File: config.mk
export PLATFORM = sky130hd
export DESIGN_NAME = magnitude_window_accum
export DESIGN_NICKNAME = d
export VERILOG_FILES = /design/src/rtl/magnitude_window_accum.sv
export SDC_FILE = /design/constraint.sdc
export NUM_CORES = 1
export LEC_CHECK = 0
export ABC_AREA = 1
export CAP_MARGIN = 10
export CORE_ASPECT_RATIO = 2
export CORE_MARGIN = 2
export CORE_UTILIZATION = 35
export DETAILED_ROUTE_END_ITERATION = 12
export MAX_ROUTING_LAYER = met4
export PLACE_DENSITY = 0.66
export SETUP_SLACK_MARGIN = 0.5
export SLEW_MARGIN = 20
export SYNTH_ARGS = -nofsm -noshare
export SYNTH_HDL_FRONTEND = slang
export SYNTH_SLANG_ARGS = --single-unit
File: constraint.sdc
create_clock -name clk -period 8.37 [get_ports clk]
set_input_delay 1.2555 -clock clk [delete_from_list [all_inputs] [get_ports clk]]
set_output_delay 1.2555 -clock clk [all_outputs]
set_load 0.02 [all_outputs]
File: src/rtl/magnitude_window_accum.sv
// Purpose: converts signed samples to magnitudes and reports {sum, peak} once per WINDOW samples.
// Latency: result registered and valid 1 cycle after the last sample of a window is accepted.
// Backpressure: in_ready drops while a result is held unaccepted; clear also blocks input for its cycle.
module magnitude_window_accum #(
    parameter int WIDTH    = 16,
    parameter int WINDOW   = 4,
    parameter bit SATURATE = 1'b1,
    localparam int SW      = WIDTH + $clog2(WINDOW)
) (
    input  logic             clk,
    input  logic             rst,
    input  logic             clear,
    input  logic             in_valid,
    output logic             in_ready,
    input  logic [WIDTH:0]   in_data,
    output logic             out_valid,
    input  logic             out_ready,
    output logic [SW-1:0]    out_sum,
    output logic [WIDTH-1:0] out_peak
);

    localparam int            CW   = $clog2(WINDOW);
    localparam logic [CW-1:0] LAST = CW'(WINDOW - 1);

    logic [CW-1:0]    count;
    logic [SW-1:0]    acc;
    logic [WIDTH-1:0] peak;

    logic [WIDTH-1:0] mag;
    logic [WIDTH-1:0] peak_next;
    logic [SW-1:0]    sum_next;
    logic             accept;
    logic             last;

    // Magnitude of the incoming sample; the most-negative code has no positive twin
    always_comb begin
        mag = in_data[WIDTH-1:0];
        if (in_data[WIDTH]) begin
            if (in_data[WIDTH-1:0] == '0) begin
                mag = SATURATE ? {WIDTH{1'b1}} : '0;
            end else begin
                mag = ~in_data[WIDTH-1:0] + 1'b1;
            end
        end
    end

    // Input is blocked during clear and while a result waits for downstream
    always_comb begin
        in_ready  = ~clear & ~(out_valid & ~out_ready);
        accept    = in_valid & in_ready;
        last      = (count == LAST);
        peak_next = (mag > peak) ? mag : peak;
        sum_next  = acc + {{(SW - WIDTH){1'b0}}, mag};
    end

    // Window state: clear and completion both restart the window
    always_ff @(posedge clk) begin
        if (rst) begin
            count <= '0;
            acc   <= '0;
            peak  <= '0;
        end else if (clear) begin
            count <= '0;
            acc   <= '0;
            peak  <= '0;
        end else if (accept) begin
            if (last) begin
                count <= '0;
                acc   <= '0;
                peak  <= '0;
            end else begin
                count <= count + 1'b1;
                acc   <= sum_next;
                peak  <= peak_next;
            end
        end
    end

    // Output register: a completing window wins over the drain of the previous result
    always_ff @(posedge clk) begin
        if (rst) begin
            out_valid <= 1'b0;
            out_sum   <= '0;
            out_peak  <= '0;
        end else if (accept && last) begin
            out_valid <= 1'b1;
            out_sum   <= sum_next;
            out_peak  <= peak_next;
        end else if (out_valid && out_ready) begin
            out_valid <= 1'b0;
        end
    end

endmodule

# == Word level (Yosys, flattened, before mapping) ==
# Index checks and enable logic that the tools add are counted.
# op_classes
mux,8
eq_ne,1
add_sub_neg,3
n_lt_le_gt_ge,1
reduce_logical,5
bitwise_logic,7
# op_table
operator,count
2-to-1 mux 16 bit,4
adder 18 x 16 -> 18 bit,1
2-to-1 mux 18 bit,1
adder 16 x 1 -> 16 bit (second input constant),1
greater-than comparator 16 bit,1
logical NOT 16 bit,1
NOT 16 bit,1
AND 1 bit,3
NOT 1 bit,3
adder 2 x 1 -> 2 bit (second input constant),1
equality test 2 bit (second input constant),1
logical AND 1 bit,2
2-to-1 mux 1 bit,2
2-to-1 mux 2 bit,1
nonzero test 2 bit,1
OR reduction 2 bit,1
# word_totals
register_bits,71
word_cells,31
input_bits,22

# == Logic depth before layout (Yosys ltp) ==
# Gate-level depths: netlist of run 1.
# depth
word_depth,7
ltp_mapped,24
mapped_depth_nobuf,23

# == Least setup slack after synthesis of run 1 ==
# OpenSTA, ideal clock, no wires.
# synth_path
path_type,input to register
start,input in_data[0]
end,register out_peak[6]
path_buffers,1
t_arrival_ns,3.822
cell_stages,22
setup_time_ns,0.109
setup_slack_ns,4.439
path_cell_list,inv_1 -> ha_1 -> nand2_2 -> nor2_4 -> nand2_1 -> nand2_1 -> nor2_1 -> nor3_1 -> inv_1 -> ha_1 -> nand2_1 -> nor2_1 -> nand4_1 -> nor3_4 -> nand4_4 -> nand2_4 -> buf_12 -> nand2_4 -> nand2_1 -> nand2_1 -> nand2_1 -> inv_1
# synth_via
elab_chain_len,6
elab_cells_between_ends,7
cone_classes,add/sub (1); order compare (1); mux (3); bitwise (1); reduce/logical (1)
# synth_rtl
item,line_no,rtl
from (decl),15,"input logic [WIDTH:0] in_data,"
NOT 16 bit,42,mag = ~in_data[WIDTH-1:0] + 1'b1;
adder 16 x 1 -> 16 bit,42,
2-to-1 mux 16 bit,39,if (in_data[WIDTH-1:0] == '0) begin
2-to-1 mux 16 bit (*),38,if (in_data[WIDTH]) begin
greater-than comparator 16 bit,52,peak_next = (mag > peak) ? mag : peak;
2-to-1 mux 16 bit (*),52,
to (signal assigned),88,out_peak <= peak_next;
to (decl),19,output logic [WIDTH-1:0] out_peak
# Every way passes the cells marked *; elsewhere a longest branch is shown, timed or not.
# A chain may end at the register's enable or synchronous reset.

# == Worst setup path in the final report of run 1 ==
# layout_path
start,input in_data[16]
end,register out_peak[3]
# layout_via
elab_chain_len,3
# layout_rtl
item,line_no
2-to-1 mux 16 bit (*),38
greater-than comparator 16 bit,52
2-to-1 mux 16 bit (*),52
# Marks and branches as above.

==> impl_metrics.tcl, run 1 <==
set metrics [dict create \
    post_drt_wl_per_cell_um 14.9 \
    cts_hold_buf 0 \
    grt_overflow 0 \
    maxSlewViolCount 0 \
    dpl.cell_count 932 \
    finish.net_count 811 \
    ant_nets 0 \
    fp.dieW_um 88.0 \
    clk_pin_slew_ns 0.06 \
    setup_violations 0 \
    crit_arrival_ns 5.17 \
    leakagePower_nw 2.73 \
    place_area_mm2 0.00566 \
    drc 0 \
    coreArea_mm2 0.0138 \
    grt_pass1_vias 4624 \
    fin_crit_ns 4.93 \
    fillerInstances 1410 \
    first_pass_iters 5 \
    slew_headroom_pct 33.0 \
    grt.total_usage_pct 19.8 \
    vias 4654 \
    post_synth.cell_area_avg_um2 7.00 \
    use_met3_pct 1.91 \
    cp_cell_sequence "clkdlybuf4s50_1 -> clkinv_1 -> o21a_1 -> nor3_1 -> inv_1 -> ha_1 -> nand4_1 -> nor3_4 -> nand4_4 -> nand2_4 -> nand2_1 -> nand2_1 -> nand2_1 -> nand2_1 -> inv_1" \
    cpPeakStageDelay_ns 0.80 \
    p_per_area_mw_per_mm2 157 \
    cts_root_buffer "clkbuf_16" \
    clock_latency_ns 0.34 \
    utilization_pct 43.4 \
    outcome "finished clean" \
    final_hold_viol_count 0 \
    clk_path_buf_depth 2 \
    drtIter0Drc 194 \
    drive_gt1_share_pct 10.7 \
    skew_ns 0.00777 \
    cpMostUsedCell "nand2_1" \
    grt_max_degree 55 \
    synth_cells 706 \
    use_met1_pct 19.0 \
    post_cts_resized 0 \
    clkSinkCount 71 \
    cts_tree "done" \
    met2_usage_pct 36.5 \
    design_area_mm2 0.00599 \
    boundaryPins 58 \
    syn-num-nets 762 \
    die_area_mm2 0.0151 \
    fin_tns_setup_ns 0 \
    tightest_slew_ns 1.00 \
    hold_class "reg2reg" \
    fin_cells 949 \
    crit_path_end_kind "flop" \
    post_cts_buffers 0 \
    async_reset_ff_share_pct 0 \
    finalWorstSetupSlack_ns 3.44 \
    synth_edf_count 0 \
    synth_area_mm2 0.00494 \
    synth_seq_area_share_pct 28.8 \
    irDropWorstVdd_mv 0.0950 \
    finalWeightedCongestion 0.958 \
    setup.worst_path.start_class "input pin" \
    fin_crit_sh_pct 58.9 \
    rows 61 \
    cts.htree.levels 3 \
    area_delta_synth_final_pct 21.3 \
    cp_max_fo 17 \
    yosys_warnings 0 \
    cpMaxStageDelayCell "clkdlybuf4s50_1" \
    grt_pass1_wl_um 22200 \
    synthDistinctLibCells 41 \
    place_ws_ns 3.07 \
    io_buffers 57 \
    numCtsBuffers 9 \
    initial_core_util_pct 35.8 \
    die_h_um 172 \
    yosys_register_bits 71 \
    antenna_found_initial 0 \
    gr-max-usage-layer "met2" \
    crit_required_ns 8.61 \
    finalWirelength_um 14100 \
    clock.fmax_mhz 203 \
    rsz0062_at_grt "no" \
    dp_hpwl_um 10900 \
    worstSetupPathType "in2reg" \
    routed_via_density 4.90 \
    drv_cap 0 \
    synth_top_flop_cell "dfxtp_1" \
    n_antenna_cell 0 \
]
==> cells in the mapped netlist (2+ instances only) <==
| master | instances | area, um^2 |
|---|---|---|
| a2bb2oi_1 | 2 | 17.5 |
| nand4_1 | 7 | 43.8 |
| buf_2 | 3 | 15.0 |
| o21ai_0 | 29 | 145 |
| xnor2_1 | 6 | 52.6 |
| xor2_1 | 13 | 114 |
| nand3b_1 | 2 | 15.0 |
| buf_6 | 2 | 22.5 |
| inv_1 | 93 | 349 |
| o21a_1 | 19 | 143 |
| dfxtp_1 | 71 | 1420 |
| nand2_2 | 4 | 25.0 |
| nand3_4 | 2 | 35.0 |
| a31oi_1 | 2 | 12.5 |
| nand3_2 | 19 | 190 |
| a21oi_2 | 10 | 87.6 |
| nand2_1 | 175 | 657 |
| nor2_1 | 55 | 206 |
| ha_1 | 33 | 413 |
| inv_2 | 2 | 7.51 |
| clkinv_1 | 2 | 7.51 |
| nor3_1 | 10 | 50.1 |
| a21oi_1 | 51 | 255 |
| nand2_4 | 12 | 135 |
| nor2_2 | 7 | 43.8 |
| o21bai_1 | 15 | 113 |
| clkbuf_1 | 16 | 60.1 |
| a21o_1 | 3 | 22.5 |
| nand3_1 | 29 | 145 |
==> metrics by stage <==
stage | hold WS (ns) | power, mW
floorplan | 0.445 | 0.495
global placement | 0.454 | 0.548
detailed placement | 0.457 | 0.548
CTS | 0.467 | 0.945
global route | 0.487 | 0.981
finish | 0.463 | 0.938
==> power by group <==
group,switching [mW],internal (mW)
clock,0.155,0.240
sequential,0.00292,0.343
combinational,0.131,0.0660
==> layer usage <==
layer  vias up  wire length [um]
li1       2371                 -
met1      2140              5140
met2       103              7750
met3        40               379
met4         0               857
met5         -                 0
==> sequential cells by signal, summed over array words and instances, names as in the netlist <==
signal,cells
count,2
out_valid,1
out_peak,16
peak,16
out_sum,18
acc,18
==> worst max-delay path: cells and delay by family <==
kind | cells | cell delay (ns)
simple gates | 9 | 1.92
buf+inv | 4 | 1.39
fa+ha+maj | 1 | 0.32
compound gates | 1 | 0.27
==> cells by family after synthesis <==
family	after synthesis	synth area share, %
adders and majority gates	34	8.76
DFF	71	28.8
xor gates and xnor gates	19	3.37
buffers and inverters	120	9.83
AOI/OAI and AO/OA	135	16.7
and+or+nand+nor	327	32.5
==> layout by cell type (no fill, tap or decap), types with 6 or more instances in the layout <==
| master | instances |
|---|---|
| nand2_1 | 175 |
| inv_1 | 93 |
| dfxtp_1 | 71 |
| clkdlybuf4s50_1 | 57 |
| nor2_1 | 54 |
| a21oi_1 | 51 |
| ha_1 | 33 |
| nand3_1 | 29 |
| o21ai_0 | 29 |
| o21a_1 | 19 |
| nand3_2 | 19 |
| o21bai_1 | 15 |
| xor2_1 | 13 |
| nand2_4 | 12 |
| nor3_1 | 10 |
| a21oi_2 | 10 |
| clkbuf_16 | 9 |
| nor2_2 | 7 |
| nand4_1 | 7 |
| xnor2_1 | 6 |
==> cell type report <==
type	count	area (um^2)	share of cell area (%)
clock buffer	10	239	3.99
clock inverter	6	68.8	1.15
inverter	97	364	6.08
multi-input combinational	515	3040	50.8
sequential	71	1420	23.7
tap	189	236	3.95
timing repair buffer	61	621	10.4
==> worst paths after layout <==
path | startpoint | to | slack [ns] | cells past startpoint
max reg2reg | acc[0]$_SDFFE_PP0P_ | out_sum[10]$_SDFFE_PP0P_ | 5.65 | 13
min | count[1]$_SDFFE_PP0P_ | count[1]$_SDFFE_PP0P_ | 0.46 | 2
min reg2reg | count[1]$_SDFFE_PP0P_ | count[1]$_SDFFE_PP0P_ | 0.46 | 2
max | in_data[16] | out_peak[3]$_SDFFE_PP0P_ | 3.44 | 15
Note: power is estimated with default switching activity, not from simulation.
==> inputs of run 2 (changes only) <==
--- a/config.mk
+++ b/config.mk
@@ -12,7 +12,7 @@
 export CORE_UTILIZATION = 35
 export DETAILED_ROUTE_END_ITERATION = 12
 export MAX_ROUTING_LAYER = met4
-export PLACE_DENSITY = 0.66
+export PLACE_DENSITY = 0.68
 export SETUP_SLACK_MARGIN = 0.5
 export SLEW_MARGIN = 20
 export SYNTH_ARGS = -nofsm -noshare
==> constraint.sdc (replaced) <==
create_clock -name clk -period 4.1 [get_ports clk]
set_input_delay 0.615 -clock clk [delete_from_list [all_inputs] [get_ports clk]]
set_output_delay 0.615 -clock clk [all_outputs]
set_load 0.02 [all_outputs]
==> run 2 against run 1 <==
First-iteration DRC count grew 6.7%. Register-to-register slack lost 4.2 ns. Hold slack gained 0.0017 ns. Global-route usage grew 0.70 points. Critical endpoint is now acc[9]$_SDFFE_PP0P_.
==> impl_metrics.tcl, run 2 (synthesized netlist as in run 1, its figures left out) <==
set metrics [dict create \
    design_power_total_mw 1.98 \
    drc 0 \
    startpoint "in_data[10]" \
    grt_overflow 0 \
    cts_hold_buf 0 \
    die_h_um 172 \
    final_common_cell "nand2_1" \
    grt_pass1_wl_um 22800 \
    vias 4883 \
    fin_crit_sh_pct 84.1 \
    irDropWorstVdd_mv 0.229 \
    skew_ns 0.0104 \
    maxSlewViolCount 0 \
    fin_crit_ns 3.45 \
    worstSetupPathType "in2reg" \
    post_drt_wl_per_cell_um 15.0 \
    boundaryPins 58 \
    cp_cell_sequence "clkdlybuf4s50_1 -> inv_1 -> nand2_1 -> nor2_2 -> nand3_4 -> clkinvlp_4 -> buf_12 -> nor3_4 -> inv_1 -> ha_1 -> buf_4 -> a21o_1 -> a31oi_1 -> nand2_1 -> a21oi_1 -> xor2_1 -> nand2_1 -> a21oi_1" \
    final_hold_viol_count 0 \
    grt.total_usage_pct 20.5 \
    grt_pass1_vias 4821 \
    design_area_mm2 0.00656 \
    outcome "finished clean" \
    place_area_mm2 0.00585 \
    leakagePower_nw 3.02 \
    clock_latency_ns 0.35 \
    initial_core_util_pct 35.8 \
    finish.net_count 851 \
    slew_headroom_pct 31.1 \
    rows 61 \
    antenna_found_initial 0 \
    clk_pin_slew_ns 0.06 \
    drv_cap 0 \
    finalWeightedCongestion 0.997 \
    setup_violations 0 \
    fp.dieW_um 88.0 \
    cpMaxStageDelayCell "clkdlybuf4s50_1" \
    cpPeakStageDelay_ns 0.62 \
    first_pass_iters 6 \
    n_antenna_cell 0 \
    io_buffers 57 \
    cts_tree "done" \
    area_delta_synth_final_pct 32.9 \
    crit_required_ns 4.37 \
    cts.htree.levels 3 \
    finalWirelength_um 14800 \
    routed_via_density 4.94 \
    drive_gt1_share_pct 21.0 \
    die_area_mm2 0.0151 \
    ant_nets 0 \
    grt_max_degree 35 \
    clock.fmax_mhz 290 \
    clk_path_buf_depth 2 \
    crit_path_end_kind "flop" \
    p_per_area_mw_per_mm2 302 \
    drtIter0Drc 207 \
    numCtsBuffers 9 \
    final_cell_mix "nand2_1, inv_1, dfxtp_1, clkdlybuf4s50_1, a21oi_1" \
    rsz0062_at_grt "no" \
    fin_tns_setup_ns 0 \
    hold_class "reg2reg" \
    top_regs "acc: 18 flops, out_sum: 18 flops" \
    clkSinkCount 71 \
    cts_root_buffer "clkbuf_16" \
    min-delay-start "peak[2]$_SDFFE_PP0P_" \
    cp_max_fo 7 \
    setup.worst_path.start_class "input pin" \
    crit_arrival_ns 3.72 \
    r2r-start "out_valid$_SDFFE_PP0P_" \
    tightest_slew_ns 1.03 \
    cpMostUsedCell "nand2_1" \
    dp_hpwl_um 10900 \
    coreArea_mm2 0.0138 \
]
## run 2: area by class of cell
class / instances / area (um^2)
tap: 189 / 236
clock inverter: 7 / 71.3
clock buffer: 9 / 225
inverter: 97 / 368
multi-input combinational: 515 / 3260
timing repair buffer: 101 / 981
fill: 1364 / 7250
sequential: 71 / 1420
## run 2: critical path, delay by kind of cell
kind | cells | cell delay, ns
XOR/XNOR | 1 | 0.21
AO/OA/AOI/OAI | 4 | 0.71
adder cells (fa/ha/maj) | 1 | 0.32
buffers and inverters | 6 | 1.25
AND/OR/NAND/NOR | 6 | 0.60
## run 2: power by group
part	internal [mW]	switching, mW
Clock	0.472	0.321
Sequential	0.700	0.00595
Combinational	0.194	0.293
Total	1.37	0.620
## run 2: repair_timing
item                                    4_1_cts  5_1_grt
setup buffers                                 7       10
gates cloned                                  0        1
pin swaps                                     7       28
gates resized for setup                      12       66
endpoints found under the setup margin       29       52
## run 2: layer usage
metal  routed length, um  vias up  GRT usage, %
li1                    -     2456             -
met1                5280     2271          18.8
met2                8180      103          37.7
met3                 458       53          3.20
met4                 879        0          13.2
met5                   0        -             -
## run 2: worst paths after layout
path                         endpoint  slack, ns  cells past startpoint
max               acc[9]$_SDFFE_PP0P_       0.65                     18
min              peak[2]$_SDFFE_PP0P_       0.46                      2
max reg2reg  out_sum[15]$_SDFFE_PP0P_       1.48                      6
min reg2reg      peak[2]$_SDFFE_PP0P_       0.46                      2
## run 2: metrics by stage
step                util [%]  hold slack (ns)  cells  setup WS, ns
finish                  47.5            0.464    989         0.650
detailed placement      42.4            0.460    955        0.0307
global placement        42.4            0.452    955        0.0473
CTS                     45.2            0.467    978         0.505
global route            47.5            0.483    989         0.453
floorplan                  -            0.445    706         0.810
==> inputs of run 3 (changes only) <==
==> constraint.sdc (replaced) <==
create_clock -name clk -period 3 [get_ports clk]
set_input_delay 0.45 -clock clk [delete_from_list [all_inputs] [get_ports clk]]
set_output_delay 0.45 -clock clk [all_outputs]
set_load 0.02 [all_outputs]
==> run 3 against run 2 <==
Combinational power rose by 120%. Utilization up 14 points. Register-to-register slack worse by 0.84 ns. The flow now finishes with violations (negative setup slack). Power increased by 63%.
==> impl_metrics.tcl, run 3 (synthesized netlist as in run 1, its figures left out) <==
set metrics [dict create \
    area_delta_synth_final_pct 71.2 \
    clock.fmax_mhz 324 \
    maxSlewViolCount 0 \
    crit_required_ns 3.24 \
    die_h_um 172 \
    p_seq_share_pct 29.9 \
    intPower_mw 2.18 \
    drc 0 \
    outcome "finished, violations left" \
    switching_share_pct 32.6 \
    finalWeightedCongestion 0.936 \
    crit_path_end_kind "flop" \
    ant_nets 0 \
    seq_area_mm2 0.00142 \
    first_pass_iters 5 \
    drtIter0Drc 363 \
    crit_arrival_ns 3.33 \
    clock_latency_ns 0.35 \
    combPwrFrac_pct 32.9 \
    grt_pass1_wl_um 26500 \
    final_hold_viol_count 0 \
    use_met1_pct 22.5 \
    use_met3_pct 2.72 \
    violations "negative setup slack" \
    leakagePower_nw 3.75 \
    hold_class "reg2reg" \
    fin_crit_ns 3.08 \
    tightest_slew_ns 0.691 \
    routed_via_density 5.18 \
    grt.total_usage_pct 23.3 \
    met2_usage_pct 42.9 \
    clkPwrFrac_pct 37.1 \
    fp.dieW_um 88.0 \
    clk_pin_slew_ns 0.07 \
    irDropWorstVdd_mv 0.407 \
    clk_path_buf_depth 2 \
    final_common_cell "nand2_1" \
    top_regs "acc: 18 flops, out_sum: 18 flops" \
    slew_headroom_pct 53.9 \
    finish.net_count 962 \
    rsz0062_at_grt "yes" \
    initial_core_util_pct 35.8 \
    whs_ns 0.468 \
    multi_input_area_mm2 0.00424 \
    cp_max_fo 8 \
    cts_hold_buf 0 \
    cts_root_buffer "clkbuf_16" \
    dpl.cell_count 1040 \
    post_drt_wl_per_cell_um 17.6 \
    gr-max-usage-layer "met2" \
    die_area_mm2 0.0151 \
    fin_cells 1100 \
    fin_crit_sh_pct 103 \
    grt_overflow 0 \
    final_cell_mix "nand2_1, buf_4, dfxtp_1, inv_1, clkdlybuf4s50_1" \
    finalWorstSetupSlack_ns -0.0842 \
    rows 61 \
    clkSinkCount 71 \
    antenna_found_initial 0 \
    fillerInstances 1074 \
    worstSetupPathType "in2reg" \
    cts_tree "done" \
    grt_pass1_vias 5449 \
    setup.worst_path.start_class "input pin" \
    numCtsBuffers 9 \
    boundaryPins 58 \
    drive_gt1_share_pct 46.8 \
    cpPeakStageDelay_ns 0.26 \
    skew_ns 0.0134 \
    cpMostUsedCell "buf_6" \
    setup_violations 2 \
    io_buffers 57 \
    p_sw_mw 1.05 \
    n_antenna_cell 0 \
    cpMaxStageDelayCell "ha_4" \
    cp_cell_sequence "buf_6 -> clkinvlp_4 -> buf_6 -> nand2_4 -> nor2_4 -> buf_6 -> buf_6 -> o21a_1 -> nor3_4 -> inv_2 -> ha_4 -> a21oi_1 -> o21ai_0 -> nor2_1 -> o21a_1 -> nand2_4 -> nand2_4 -> buf_6 -> nand2_1 -> nand2_1 -> nand2_1 -> nand2_1 -> inv_1" \
    finalWirelength_um 19300 \
    coreArea_mm2 0.0138 \
    vias 5694 \
    grt_max_degree 35 \
    drv_cap 0 \
    p_per_area_mw_per_mm2 382 \
    dp_hpwl_um 11700 \
    cts.htree.levels 3 \
]
[run 3: power by group through the flow]
stage          Clock [mW]  Combinational, mW  Sequential [mW]
2_1_floorplan           0              0.431            0.984
3_3_place_gp            0              0.723            0.986
3_5_place_dp            0              0.731            0.986
5_1_grt              1.26               1.13            0.968
4_1_cts              1.22              0.862            0.966
6_report             1.20               1.06            0.967
[run 3: what timing repair did]
item                                    in CTS  in global routing
resized for setup                          173                138
pin swaps                                   67                 80
endpoints found under the setup margin      64                 62
buffers inserted                            22                 22
[run 3: final cells by class]
cell class / count / share of cell area, %
clock buffers: 9 / 2.66
clock inverters: 7 / 1.21
inverters: 97 / 4.47
multi-input cells: 515 / 50.2
flip-flops and latches: 71 / 16.8
well taps: 189 / 2.80
repair buffers: 212 / 21.9
[run 3: critical path, delay by kind of cell]
family	cells	cell delay (ns)
and+or+nand+nor	10	1.15
AOI/OAI and AO/OA	4	0.63
adders and majority gates	1	0.26
buffers and inverters	8	0.85
[run 3: through the flow]
stage	util, %	setup WS, ns	total power [mW]	instance area [um^2]	setup TNS [ns]
after CTS	55.9	0.141	3.05	7730	0
after floorplan	-	0.00440	1.41	5160	0
after global routing	61.2	-0.241	3.35	8460	-2.34
after detailed placement	48.5	-0.808	1.72	6710	-38.24
final	61.2	-0.0842	3.23	8460	-0.0952
after global placement	48.5	-0.762	1.71	6710	-36.08
[run 3: routing by layer]
metal	up-vias	share of wire, %
met5	-	0
met2	227	55
met4	0	7.9
met1	2689	33
met3	106	4.5
li1	2672	-
[run 3: path summary, 6_finish.rpt]
check / end / cells after the start / slack (ns) / start
min: peak[15]$_SDFFE_PP0P_ / 2 / 0.47 / peak[15]$_SDFFE_PP0P_
max reg2reg: out_peak[1]$_SDFFE_PP0P_ / 15 / 0.64 / peak[13]$_SDFFE_PP0P_
max: out_peak[1]$_SDFFE_PP0P_ / 23 / -0.08 / in_data[0]
min reg2reg: peak[15]$_SDFFE_PP0P_ / 2 / 0.47 / peak[15]$_SDFFE_PP0P_
